--- src/rtl/unit_writeback_buffer.sv ---
`default_nettype none
// ============================================================================
// unit_writeback_buffer
//   In-order FIFO of completed {id, rd} results offered to writeback/commit.
//   Rev 1.0
// ============================================================================
module unit_writeback_buffer #(
  parameter int DEPTH    = 4,
  parameter int ID_WIDTH = 3,
  parameter int XLEN     = 32
) (
  input  logic                     clk,
  input  logic                     rst,
  input  logic                     result_valid,
  input  logic [ID_WIDTH-1:0]      result_id,
  input  logic [XLEN-1:0]          result_data,
  output logic                     result_ready,
  output logic                     wb_done,
  output logic [ID_WIDTH-1:0]      wb_id,
  output logic [XLEN-1:0]          wb_rd,
  input  logic                     wb_ack,
  output logic [$clog2(DEPTH):0]   occupancy,
  output logic                     overflow
);

  localparam int PTR_W = $clog2(DEPTH);
  localparam int CNT_W = PTR_W + 1;
  localparam logic [PTR_W-1:0] C_PTR_LAST = PTR_W'(DEPTH - 1);
  localparam logic [CNT_W-1:0] C_CNT_FULL = CNT_W'(DEPTH);

  logic [ID_WIDTH-1:0] id_mem_q   [DEPTH];
  logic [XLEN-1:0]     data_mem_q [DEPTH];

  logic [PTR_W-1:0] wr_ptr_q, wr_ptr_d;
  logic [PTR_W-1:0] rd_ptr_q, rd_ptr_d;
  logic [CNT_W-1:0] occ_q, occ_d;
  logic             ovf_q, ovf_d;
  logic             w_push, w_pop;

  // Ready and done are decoded from the registered count only, so neither
  // depends combinationally on result_valid or wb_ack.
  assign result_ready = (occ_q != C_CNT_FULL);
  assign wb_done      = (occ_q != '0);
  assign w_push       = result_valid & result_ready;
  assign w_pop        = wb_ack & wb_done;

  assign wb_id     = wb_done ? id_mem_q[rd_ptr_q]   : '0;
  assign wb_rd     = wb_done ? data_mem_q[rd_ptr_q] : '0;
  assign occupancy = occ_q;
  assign overflow  = ovf_q;

  always_comb begin
    wr_ptr_d = wr_ptr_q;
    rd_ptr_d = rd_ptr_q;
    occ_d    = occ_q;
    ovf_d    = ovf_q;
    if (w_push) begin
      wr_ptr_d = (wr_ptr_q == C_PTR_LAST) ? '0 : wr_ptr_q + 1'b1;
    end
    if (w_pop) begin
      rd_ptr_d = (rd_ptr_q == C_PTR_LAST) ? '0 : rd_ptr_q + 1'b1;
    end
    if (w_push && !w_pop) begin
      occ_d = occ_q + 1'b1;
    end else if (w_pop && !w_push) begin
      occ_d = occ_q - 1'b1;
    end
    if (result_valid && !result_ready) begin
      ovf_d = 1'b1;
    end
  end

  always_ff @(posedge clk or posedge rst) begin
    if (rst) begin
      wr_ptr_q <= '0;
      rd_ptr_q <= '0;
      occ_q    <= '0;
      ovf_q    <= 1'b0;
    end else begin
      wr_ptr_q <= wr_ptr_d;
      rd_ptr_q <= rd_ptr_d;
      occ_q    <= occ_d;
      ovf_q    <= ovf_d;
    end
  end

  // Storage is validated by the pointers/count, so it carries no reset.
  always_ff @(posedge clk) begin
    if (w_push) begin
      id_mem_q[wr_ptr_q]   <= result_id;
      data_mem_q[wr_ptr_q] <= result_data;
    end
  end

endmodule
`default_nettype wire

--- config.mk ---
export PLATFORM = sky130hd
export DESIGN_NAME = unit_writeback_buffer
export DESIGN_NICKNAME = d
export VERILOG_FILES = /design/src/rtl/unit_writeback_buffer.sv
export SDC_FILE = /design/constraint.sdc
export NUM_CORES = 1
export LEC_CHECK = 0
export CORE_ASPECT_RATIO = 1.25
export CORE_MARGIN = 2
export CORE_UTILIZATION = 54
export DETAILED_ROUTE_END_ITERATION = 8
export PLACE_DENSITY = 0.79
export SYNTH_ARGS = -nofsm -noshare
export SYNTH_HDL_FRONTEND = slang
export SYNTH_SLANG_ARGS = --single-unit
--- constraint.sdc ---
create_clock -name clk -period 2.78 [get_ports clk]
set_clock_uncertainty 0.2 [all_clocks]
set_input_delay 0.556 -clock clk [delete_from_list [all_inputs] [get_ports clk]]
set_output_delay 0.556 -clock clk [all_outputs]
set_load 0.05 [all_outputs]
==> summary.md, run 1 <==
| Metric | Value |
|---|---|
| Via count of the first global-routing pass | 3039 |
| Post-synth net total | 309 |
| Number of max-capacitance violations reported | 0 |
| Total routing usage reported by global routing | 19.4% |
| Maximum clock rate | 0.357 GHz |
| Worst setup timing slack at the placement stage | 0.196 ns |
| Required @ worst endpoint | 2.02 ns |
| First-pass iteration count of the detailed router | 4 |
| Category of the critical setup timing path | register to primary output |
| Final Setup Violations | 11 |
| Sinks on the clock net | 148 |
| Final-report max-slew violation count | 0 |
| Source of the critical timing path | rd_ptr_q[0]$_DFFE_PP0P_ |
| Final critical delay including setup and external delays | 2.80 ns |
| Yosys warning total | 0 |
| Commonest cells after routing, fill and taps aside | 140 x sky130_fd_sc_hd__edfxtp_1, 43 x sky130_fd_sc_hd__clkdlybuf4s50_1, 35 x sky130_fd_sc_hd__and2_1 |
| Worst Path Max Fanout | 14 |
| Aggregate routed wire length | 10700 um |
| Last weighted congestion value of the routability-driven placer | 0.708 |
| Via count | 2818 |
| Net count of the finished layout | 409 |
| Worst setup EP type | primary output |
| CTS Buf Count | 17 |
| Hold Vio Cnt, Final | 0 |
| Area grow syn2layout | 32.6% |
| Die height | 120 um |
| Slew at the pin with the worst max-slew slack | 0.498 ns |
| Clk_lat worst skew | 0.40 ns |
| Largest net degree at the start of global routing | 37 |
| Worst reg2reg startpoint | occupancy[0]$_DFFE_PP0P_ |
| Core region area | 10600 um^2 |
| Worst-case setup margin in the final layout | -0.0234 ns |
| CTS H-Tree Depth | 4 |
| Maximum buffer depth of the clock tree | 2 |
| Number of instances in the synthesized netlist | 263 |
| Placed Instance Area | 7070 um^2 |
| Most frequent standard cell in the layout excluding fill and tap cells | sky130_fd_sc_hd__edfxtp_1 |
| Synth Area per Inst | 22.1 um^2 |
| Clock input transition at the sequential cells of the worst setup and hold paths | 0.06 ns |
| Starting utilization of the core area | 55.1% |
| Cell chosen for the clock root | sky130_fd_sc_hd__clkbuf_16 |
| RSZ-0062 raised after global routing | true |
| Violated checks | negative setup slack |
| Input/output buffers | 79 |
| Part of the Yosys area used for sequential elements | 75.7% |
| Synthesized area | 5820 um^2 |
| Number of placement rows | 42 |
| Routed wire length per instance | 21.0 um |
| Relative slew slack | 66.7% |
| Result of the run | complete, but fails checks |
| Drt drc | 0 |
| Final core occ | 73.0% |
| Post-Layout Cell Count | 508 |
| Fill cell total of the finished layout | 600 |
| TritonCTS clock tree | yes |
| Library cells used by synthesis | 22 |
| Design area | 7710 um^2 |
| Layout cell share with drive strength beyond 1 | 32.7% |
| DR iter-0 viols | 204 |
| Startpoint Class | register |
| Classification of the worst-slack hold path | primary input to async pin |
| Overflow left after global routing | 0 |
| HPWL after detailed placement | 6390 um |
| Instance count after placement with tap cells included | 475 |
| Antenna Diode Count | 0 |
| Synthesis-stage register bit count | 148 |
| Final cycle utilization of the critical path | 101% |
| Die X | 96.8 um |
| # IOs | 80 |
| Full die area | 11600 um^2 |
| Count of nets left with antenna violations after detail routing | 0 |
| Initial antenna violation count | 0 |
| DR vias/cell | 5.55 |
| Data arrival time of the critical path | 2.05 ns |
| First-pass GRT wire length | 16500 um |
sequential cells by signal, indices dropped and copies added (netlist names):
register    cells
id_mem_q       12
occupancy       3
overflow        1
rd_ptr_q        2
data_mem_q    128
wr_ptr_q        2
through the flow:
stage          hold slack [ns]  TNS [ns]
2_1_floorplan            0.172         0
3_3_place_gp             0.245         0
3_5_place_dp             0.246         0
4_1_cts                  0.218    -0.476
5_1_grt                  0.250     -1.13
6_report                 0.217    -0.100
cells by family (layout without fill, tap and decap cells):
logic type               Yosys count  count (layout)  synth area share, %
multiplexers                      40              40                 15.0
AND/OR/NAND/NOR                   46              46                 4.88
flip-flops                       148             148                 75.7
XOR/XNOR                           3               3                0.452
adder cells (fa/ha/maj)            7               7                 1.63
AO/OA/AOI/OAI                      1               1                0.129
buffers and inverters             18             131                 2.24
timing repair:
item | in CTS | in global routing
buffers inserted | 0 | 0
endpoints found under the setup margin | 3 | 19
hold buffers | 0 | 0
gates resized for setup | 1 | 1
gates cloned | 1 | 0
path summary, 6_finish.rpt:
kind | end | slack, ns | depth (start not counted)
max | wb_rd[23] | -0.02 | 4
min | overflow$_DFFE_PP0P_ | 0.22 | 2
max reg2reg | occupancy[2]$_DFFE_PP0P_ | 0.43 | 8
min reg2reg | overflow$_DFFE_PP0P_ | 0.26 | 1
max in group asynchronous | rd_ptr_q[1]$_DFFE_PP0P_ | 1.88 | 2
min in group clk | overflow$_DFFE_PP0P_ | 0.26 | 1
layout make-up:
cell class / count / area [um^2] / share of cell area [%]
well taps: 132 / 165 / 2.14
repair buffers: 94 / 1230 / 15.9
clock inverters: 13 / 183 / 2.37
inverters: 5 / 18.8 / 0.243
clock buffers: 19 / 433 / 5.61
flip-flops and latches: 148 / 4410 / 57.1
multi-input cells: 97 / 1280 / 16.6
routing by layer:
metal,GRT usage [%],wire length (um),vias to the layer above
met5,0,0,-
met4,6.07,117,0
met3,5.47,513,11
met2,34.5,5980,90
met1,23.1,4080,1451
li1,-,-,1266
critical path: stages, from the launching register on:
cell,delay (ns)
sky130_fd_sc_hd__dfrtp_2,0.44
sky130_fd_sc_hd__bufbuf_16,0.34
sky130_fd_sc_hd__mux4_2,0.50
sky130_fd_sc_hd__and2_1,0.20
sky130_fd_sc_hd__buf_12,0.15
Yosys cell counts:
cell                       instances  area share (%)
sky130_fd_sc_hd__edfxtp_1        140              72
sky130_fd_sc_hd__and2_1           39             4.2
sky130_fd_sc_hd__mux4_2           28              11
sky130_fd_sc_hd__dfrtp_1           8             3.4
sky130_fd_sc_hd__mux4_1            7             3.2
sky130_fd_sc_hd__ha_1              6             1.3
sky130_fd_sc_hd__inv_1             5            0.32
sky130_fd_sc_hd__mux2_2            5            0.97
sky130_fd_sc_hd__buf_2             4            0.34
sky130_fd_sc_hd__clkbuf_1          4            0.26
sky130_fd_sc_hd__buf_12            3             1.0
sky130_fd_sc_hd__nor2_1            3            0.19
sky130_fd_sc_hd__xor2_1            2            0.30
sky130_fd_sc_hd__a21o_1            1            0.13
sky130_fd_sc_hd__buf_6             1            0.19
sky130_fd_sc_hd__clkbuf_2          1           0.086
sky130_fd_sc_hd__fa_1              1            0.34
sky130_fd_sc_hd__nand2_1           1           0.064
sky130_fd_sc_hd__nor2b_1           1            0.11
sky130_fd_sc_hd__nor3b_2           1            0.22
sky130_fd_sc_hd__or3_1             1            0.11
sky130_fd_sc_hd__xnor2_1           1            0.15
Power of run 1 is not shown: default switching activity piles up to over one toggle a cycle in this logic, so the estimate is an artifact.
==> run 2: changes to the inputs <==
--- a/config.mk
+++ b/config.mk
@@ -5,10 +5,13 @@
 export SDC_FILE = /design/constraint.sdc
 export NUM_CORES = 1
 export LEC_CHECK = 0
+export ABC_AREA = 1
+export ABC_CLOCK_PERIOD_IN_PS = 2780
 export CORE_ASPECT_RATIO = 1.25
 export CORE_MARGIN = 2
-export CORE_UTILIZATION = 54
+export CORE_UTILIZATION = 55
 export DETAILED_ROUTE_END_ITERATION = 8
+export HOLD_SLACK_MARGIN = 0.06
 export PLACE_DENSITY = 0.79
 export SYNTH_ARGS = -nofsm -noshare
 export SYNTH_HDL_FRONTEND = slang
==> summary.md, run 2 <==
| Metric | Value |
|---|---|
| HPWL after detailed placement | 8430 um |
| CTS Buf Count | 17 |
| Input/output buffers | 79 |
| Number of placement rows | 44 |
| Initial antenna violation count | 0 |
| Lkg Pwr | 3.67 nW |
| Starting utilization of the core area | 56.0% |
| Die X | 101 um |
| Prevailing post-synth register cell | sky130_fd_sc_hd__edfxtp_1 |
| DR iter-0 viols | 400 |
| Final critical delay including setup and external delays | 2.69 ns |
| Number of instances in the synthesized netlist | 613 |
| Startpoint Class | register |
| Synthesized area | 6470 um^2 |
| Hold Vio Cnt, Final | 0 |
| Share of total power in combinational logic | 53.8% |
| Clock input transition at the sequential cells of the worst setup and hold paths | 0.06 ns |
| Cell taking the most area after synthesis | sky130_fd_sc_hd__edfxtp_1 |
| Slew at the pin with the worst max-slew slack | 0.521 ns |
| Area of combinational cells with multiple inputs | 1330 um^2 |
| Library cells used by synthesis | 21 |
| Layout cell share with drive strength beyond 1 | 12.6% |
| Final Setup Violations | 0 |
| Largest reg by FF count | data_mem_q |
| Full die area | 12700 um^2 |
| Power after layout | 11.4 mW |
| Category of the critical setup timing path | register to primary output |
| Fill cell total of the finished layout | 735 |
| Reported net switching power | 4.76 mW |
| Async set-reset flop share out of synthesis | 5.41% |
| CP max-delay cell | sky130_fd_sc_hd__dfrtp_4 |
| Clk_lat worst skew | 0.42 ns |
| Slowest Stage Delay on Critical Path | 0.59 ns |
| Antenna Diode Count | 0 |
| Via count of the first global-routing pass | 4689 |
| Area grow syn2layout | 28.8% |
| Post-synth net total | 659 |
| Total power per unit cell area | 1370 nW/um^2 |
| Drt drc | 0 |
| Setup TNS Final | 0 ns |
| Area fraction of the dominant cell type after synthesis | 64.9% |
| Via count | 4484 |
| Synthesis-stage register bit count | 148 |
| Largest cells by area after synthesis | sky130_fd_sc_hd__edfxtp_1 65%, sky130_fd_sc_hd__inv_1 9.0%, sky130_fd_sc_hd__nand2_1 9.0%, sky130_fd_sc_hd__nand3_1 5.6%, sky130_fd_sc_hd__dfrtp_1 3.1% |
| Worst VDD drop | 1.09 mV |
| Total routing usage reported by global routing | 23.4% |
| Data arrival time of the critical path | 1.93 ns |
| CTS H-Tree Depth | 4 |
| Cells along the critical path | buf_6 > nand3_1 > a21oi_1 > buf_12 |
| Sinks on the clock net | 148 |
| Clock network power share | 18.7% |
| Share of power burned in registers | 27.5% |
| First-pass GRT wire length | 22200 um |
| Count of nets left with antenna violations after detail routing | 0 |
| Result of the run | finished clean |
| Core region area | 11600 um^2 |
| RSZ-0062 raised after global routing | false |
| TritonCTS clock tree | yes |
| Routed wire length per instance | 16.2 um |
| Maximum buffer depth of the clock tree | 2 |
| Area of all sequential standard cells | 4410 um^2 |
| # IOs | 80 |
| Switching portion of total power | 41.7% |
| Number of max-capacitance violations reported | 0 |
| Yosys warning total | 0 |
| Overflow left after global routing | 0 |
| Cell chosen for the clock root | sky130_fd_sc_hd__clkbuf_16 |
| Synth Area per Inst | 10.6 um^2 |
| Final cycle utilization of the critical path | 96.6% |
| Maximum clock rate | 0.372 GHz |
| Flip-flop count of the largest register after layout | 128 |
| Die height | 125 um |
| Relative slew slack | 65.2% |
| Required @ worst endpoint | 2.02 ns |
| Net count of the finished layout | 745 |
| Largest net degree at the start of global routing | 39 |
| Number of enable-type register cells in the synthesized netlist | 140 |
| Top post-synthesis cells by count | 155 x sky130_fd_sc_hd__inv_1, 155 x sky130_fd_sc_hd__nand2_1, 140 x sky130_fd_sc_hd__edfxtp_1, 73 x sky130_fd_sc_hd__nand3_1, 35 x sky130_fd_sc_hd__a21oi_1 |
| Internal power | 6.65 mW |
| Commonest cells after routing, fill and taps aside | 155 x sky130_fd_sc_hd__inv_1, 155 x sky130_fd_sc_hd__nand2_1, 140 x sky130_fd_sc_hd__edfxtp_1 |
| Worst setup EP type | primary output |
| First-pass iteration count of the detailed router | 5 |
| Classification of the worst-slack hold path | primary input to async pin |
| DR vias/cell | 5.28 |
| Aggregate routed wire length | 13800 um |
| Worst Hold Slack | 0.188 ns |
| Final-report max-slew violation count | 0 |
| Worst Path Max Fanout | 25 |
| Last weighted congestion value of the routability-driven placer | 0.764 |
| Part of the Yosys area used for sequential elements | 68.0% |
## run 2: timing repair
action / CTS / global route
endpoints found under the setup margin: 26 / 12
gates cloned: 0 / 0
hold buffers: 0 / 0
resized for setup: 3 / 4
setup buffers: 0 / 0
## run 2: power groups by stage
stage	registers, mW	clock network [mW]	logic, mW
after floorplan	3.18	0	3.44
after global placement	3.13	0	5.99
after detailed placement	3.16	0	6.08
after CTS	3.13	2.15	6.15
after global routing	3.17	2.26	6.49
final	3.14	2.14	6.14
## run 2: kinds of logic (layout without fill, tap and decap cells)
logic type,count (synthesis),count (layout),share of synthesized area (%)
fa+ha+maj,7,7,1.47
simple gates,235,235,15.2
compound gates,39,39,3.05
flops,148,148,68.0
xor+xnor,1,1,0.135
buf+inv,183,282,12.1
## run 2: path summary, 6_finish.rpt
check                                         startpoint                       end  slack, ns  depth (start not counted)
worst max register to register  occupancy[1]$_DFFE_PP0P_  occupancy[2]$_DFFE_PP0P_       0.61                         10
min in group clk                    overflow$_DFFE_PP0P_      overflow$_DFFE_PP0P_       0.29                          1
worst max-delay path             rd_ptr_q[1]$_DFFE_PP0P_                  wb_rd[0]       0.09                          4
worst min register to register      overflow$_DFFE_PP0P_      overflow$_DFFE_PP0P_       0.29                          1
worst min-delay path                                 rst  occupancy[0]$_DFFE_PP0P_       0.19                          2
max in group asynchronous                            rst   rd_ptr_q[1]$_DFFE_PP0P_       1.92                          2
## run 2: area by class of cell
| class | count | area share [%] |
|---|---|---|
| tap | 138 | 2.07 |
| clock inverter | 8 | 0.915 |
| clock buffer | 24 | 5.90 |
| multi-input combinational | 282 | 15.9 |
| sequential | 148 | 52.9 |
| inverter | 158 | 7.29 |
| timing repair buffer | 92 | 15.1 |
## run 2: worst max-delay path: cells and delay by family (launching register included)
| kind | cells | cell delay [ns] |
|---|---|---|
| simple gates | 1 | 0.13 |
| buf+inv | 2 | 0.50 |
| compound gates | 1 | 0.29 |
| flops | 1 | 0.59 |
## run 2: per-layer routing
metal / up-vias / part of all wire (%) / GRT usage [%]
met5: - / 0 / 0
met4: 0 / 2.8 / 11.5
met3: 39 / 7.6 / 6.71
met2: 197 / 56 / 41.5
met1: 2140 / 34 / 25.2
li1: 2108 / - / -
## run 2: stage by stage
stage	instance area [um^2]	utilization, %	setup WS, ns	instances
global placement	7750	67.0	0.393	818
detailed placement	7750	67.0	0.311	818
floorplan	6510	-	-0.148	613
global route	8340	72.1	0.0236	850
CTS	8330	72.0	0.00725	850
finish	8340	72.1	0.0941	850
Power figures use the tool's default switching activity.
==> run 3: changes to the inputs <==
--- a/config.mk
+++ b/config.mk
@@ -9,8 +9,9 @@
 export ABC_CLOCK_PERIOD_IN_PS = 2780
 export CORE_ASPECT_RATIO = 1.25
 export CORE_MARGIN = 2
-export CORE_UTILIZATION = 55
+export CORE_UTILIZATION = 63
 export DETAILED_ROUTE_END_ITERATION = 8
+export DONT_BUFFER_PORTS = 1
 export HOLD_SLACK_MARGIN = 0.06
 export PLACE_DENSITY = 0.79
 export SYNTH_ARGS = -nofsm -noshare
==> summary.md, run 3 (synthesis results as in run 2) <==
| Metric | Value |
|---|---|
| Result of the run | finished clean |
| Cells along the critical path | inv_6 > nand3_1 > a21oi_1 > buf_4 |
| Hold path start | wb_ack |
| HPWL after detailed placement | 8010 um |
| WHS Path Cells | 2 |
| Worst setup timing slack at the placement stage | 0.400 ns |
| Clk_lat worst skew | 0.41 ns |
| Crit Reg-Reg Endpoint | occupancy[1]$_DFFE_PP0P_ |
| Cell family with the largest share of critical-path delay | flip-flops |
| Final critical delay including setup and external delays | 2.70 ns |
| Final-report max-slew violation count | 0 |
| Instance count after placement with tap cells included | 767 |
| CP max-delay cell | sky130_fd_sc_hd__dfrtp_4 |
| Hold Vio Cnt, Final | 0 |
| Critical path depth in cells | 4 |
| Relative slew slack | 68.8% |
| Commonest cells after routing, fill and taps aside | 155 x sky130_fd_sc_hd__inv_1, 155 x sky130_fd_sc_hd__nand2_1, 140 x sky130_fd_sc_hd__edfxtp_1 |
| Slew at the pin with the worst max-slew slack | 0.468 ns |
| Lkg Pwr | 3.54 nW |
| Maximum buffer depth of the clock tree | 2 |
| RSZ-0062 raised after global routing | false |
| Die X | 94.7 um |
| Count of nets left with antenna violations after detail routing | 0 |
| Largest reg by FF count | data_mem_q |
| Core region area | 10100 um^2 |
| Power after layout | 10.2 mW |
| Via count | 4475 |
| Fill cell total of the finished layout | 576 |
| Flip-flop count of the largest register after layout | 128 |
| Aggregate routed wire length | 14000 um |
| Number of cells traversed by the worst register-to-register path | 9 |
| Net count of the finished layout | 740 |
| Slowest Stage Delay on Critical Path | 0.59 ns |
| Required @ worst endpoint | 2.02 ns |
| Routed wire length per instance | 16.7 um |
| Clock input transition at the sequential cells of the worst setup and hold paths | 0.06 ns |
| Worst Path Max Fanout | 35 |
| # IOs | 80 |
| DR iter-0 viols | 395 |
| Worst reg2reg startpoint | occupancy[1]$_DFFE_PP0P_ |
| Cell chosen for the clock root | sky130_fd_sc_hd__clkbuf_16 |
| DR vias/cell | 5.35 |
| First-pass iteration count of the detailed router | 6 |
| Maximum clock rate | 0.371 GHz |
| Category of the critical setup timing path | register to primary output |
| Input/output buffers | 0 |
| Critical path endpoint | wb_id[1] |
| Classification of the worst-slack hold path | primary input to register |
| Sinks on the clock net | 148 |
| Initial antenna violation count | 1 |
| Last weighted congestion value of the routability-driven placer | 0.785 |
| Worst setup EP type | primary output |
| Total power per unit cell area | 1300 nW/um^2 |
| Largest net degree at the start of global routing | 71 |
| CTS Buf Count | 17 |
| Worst VDD drop | 0.932 mV |
| Worst-case setup margin in the final layout | 0.0840 ns |
| TritonCTS clock tree | yes |
| Number of max-capacitance violations reported | 0 |
| Data arrival time of the critical path | 1.94 ns |
| Total routing usage reported by global routing | 26.2% |
| Final cycle utilization of the critical path | 97.0% |
| CTS H-Tree Depth | 4 |
| Area grow syn2layout | 22.1% |
| Post-Layout Cell Count | 837 |
| Number of placement rows | 41 |
| Via count of the first global-routing pass | 4578 |
| Overflow left after global routing | 0 |
| Drt drc | 0 |
| Startpoint Class | register |
| Layout cell share with drive strength beyond 1 | 13.0% |
| Worst path bufs/invs | 2 |
| First-pass GRT wire length | 21700 um |
| Register-to-register setup slack | 0.57 ns |
| Starting utilization of the core area | 64.4% |
| Full die area | 11100 um^2 |
| Final Setup Violations | 0 |
| Source of the critical timing path | rd_ptr_q[1]$_DFFE_PP0P_ |
| Die height | 117 um |
## run 3: changes by cell type in the layout (fill, tap and decap cells not counted), sizes merged
cell and change:
clkdlybuf4s50 -44, dlygate4sd3 +37, clkbuf -6, clkinv +5, buf +2, bufinv +2, clkinvlp -1, diode +1
## run 3: worst reg2reg max path, cell delays in order, from the launching register on
cell and delay (ns):
sky130_fd_sc_hd__dfrtp_1 0.38, sky130_fd_sc_hd__inv_1 0.11, sky130_fd_sc_hd__nand3_2 0.09, sky130_fd_sc_hd__nand2_1 0.28, sky130_fd_sc_hd__inv_1 0.13, sky130_fd_sc_hd__ha_1 0.24, sky130_fd_sc_hd__inv_1 0.09, sky130_fd_sc_hd__fa_1 0.41
sky130_fd_sc_hd__nand2_1 0.07, sky130_fd_sc_hd__o21ai_0 0.08
## run 3: area by class of cell
| cell class | instances | area (um^2) | area share, % |
|---|---|---|---|
| clock buffer | 18 | 429 | 5.43 |
| tap | 129 | 161 | 2.04 |
| antenna | 1 | 2.50 | 0.0317 |
| clock inverter | 14 | 163 | 2.06 |
| sequential | 148 | 4410 | 55.8 |
| timing repair buffer | 87 | 803 | 10.2 |
| inverter | 158 | 606 | 7.66 |
| multi-input combinational | 282 | 1330 | 16.8 |
## run 3: how the worst min path moves through the flow
stage          slack (ns)                  endpoint
2_1_floorplan        0.17  occupancy[0]$_DFFE_PP0P_
3_3_place_gp         0.21  occupancy[0]$_DFFE_PP0P_
3_5_place_dp         0.22  occupancy[0]$_DFFE_PP0P_
4_1_cts              0.07   rd_ptr_q[1]$_DFFE_PP0P_
5_1_grt              0.07   rd_ptr_q[1]$_DFFE_PP0P_
6_report             0.08   rd_ptr_q[1]$_DFFE_PP0P_
## run 3: timing repair
action | in CTS | in global routing
hold buffers | 37 | 0
endpoints found under the hold margin | 149 | 0
setup endpoints to repair | 33 | 31
buffers inserted | 0 | 0
cloned | 0 | 0
gates resized for setup | 1 | 7
## run 3: per-stage QoR
step | util, % | hold slack [ns] | instance area (um^2) | TNS, ns
finish | 78.6 | 0.0835 | 7900 | 0
detailed placement | 68.8 | 0.217 | 6910 | 0
floorplan | - | 0.172 | 6510 | -4.45
global route | 78.6 | 0.0684 | 7900 | 0
CTS | 78.3 | 0.0730 | 7880 | 0
global placement | 68.8 | 0.213 | 6910 | 0
## run 3: report_power, final
group	switching, mW	internal (mW)	leakage, nW	total (mW)
clock	0.866	1.40	0.285	2.27
combinational	3.45	1.33	1.88	4.78
sequential	0.246	2.95	1.37	3.19
total	4.56	5.68	3.54	10.2
## run 3: routing by layer
metal | track usage (%) | wire (um)
met2 | 46.3 | 7880
met5 | 0 | 0
met1 | 28.0 | 4820
met3 | 7.64 | 922
met4 | 12.8 | 403
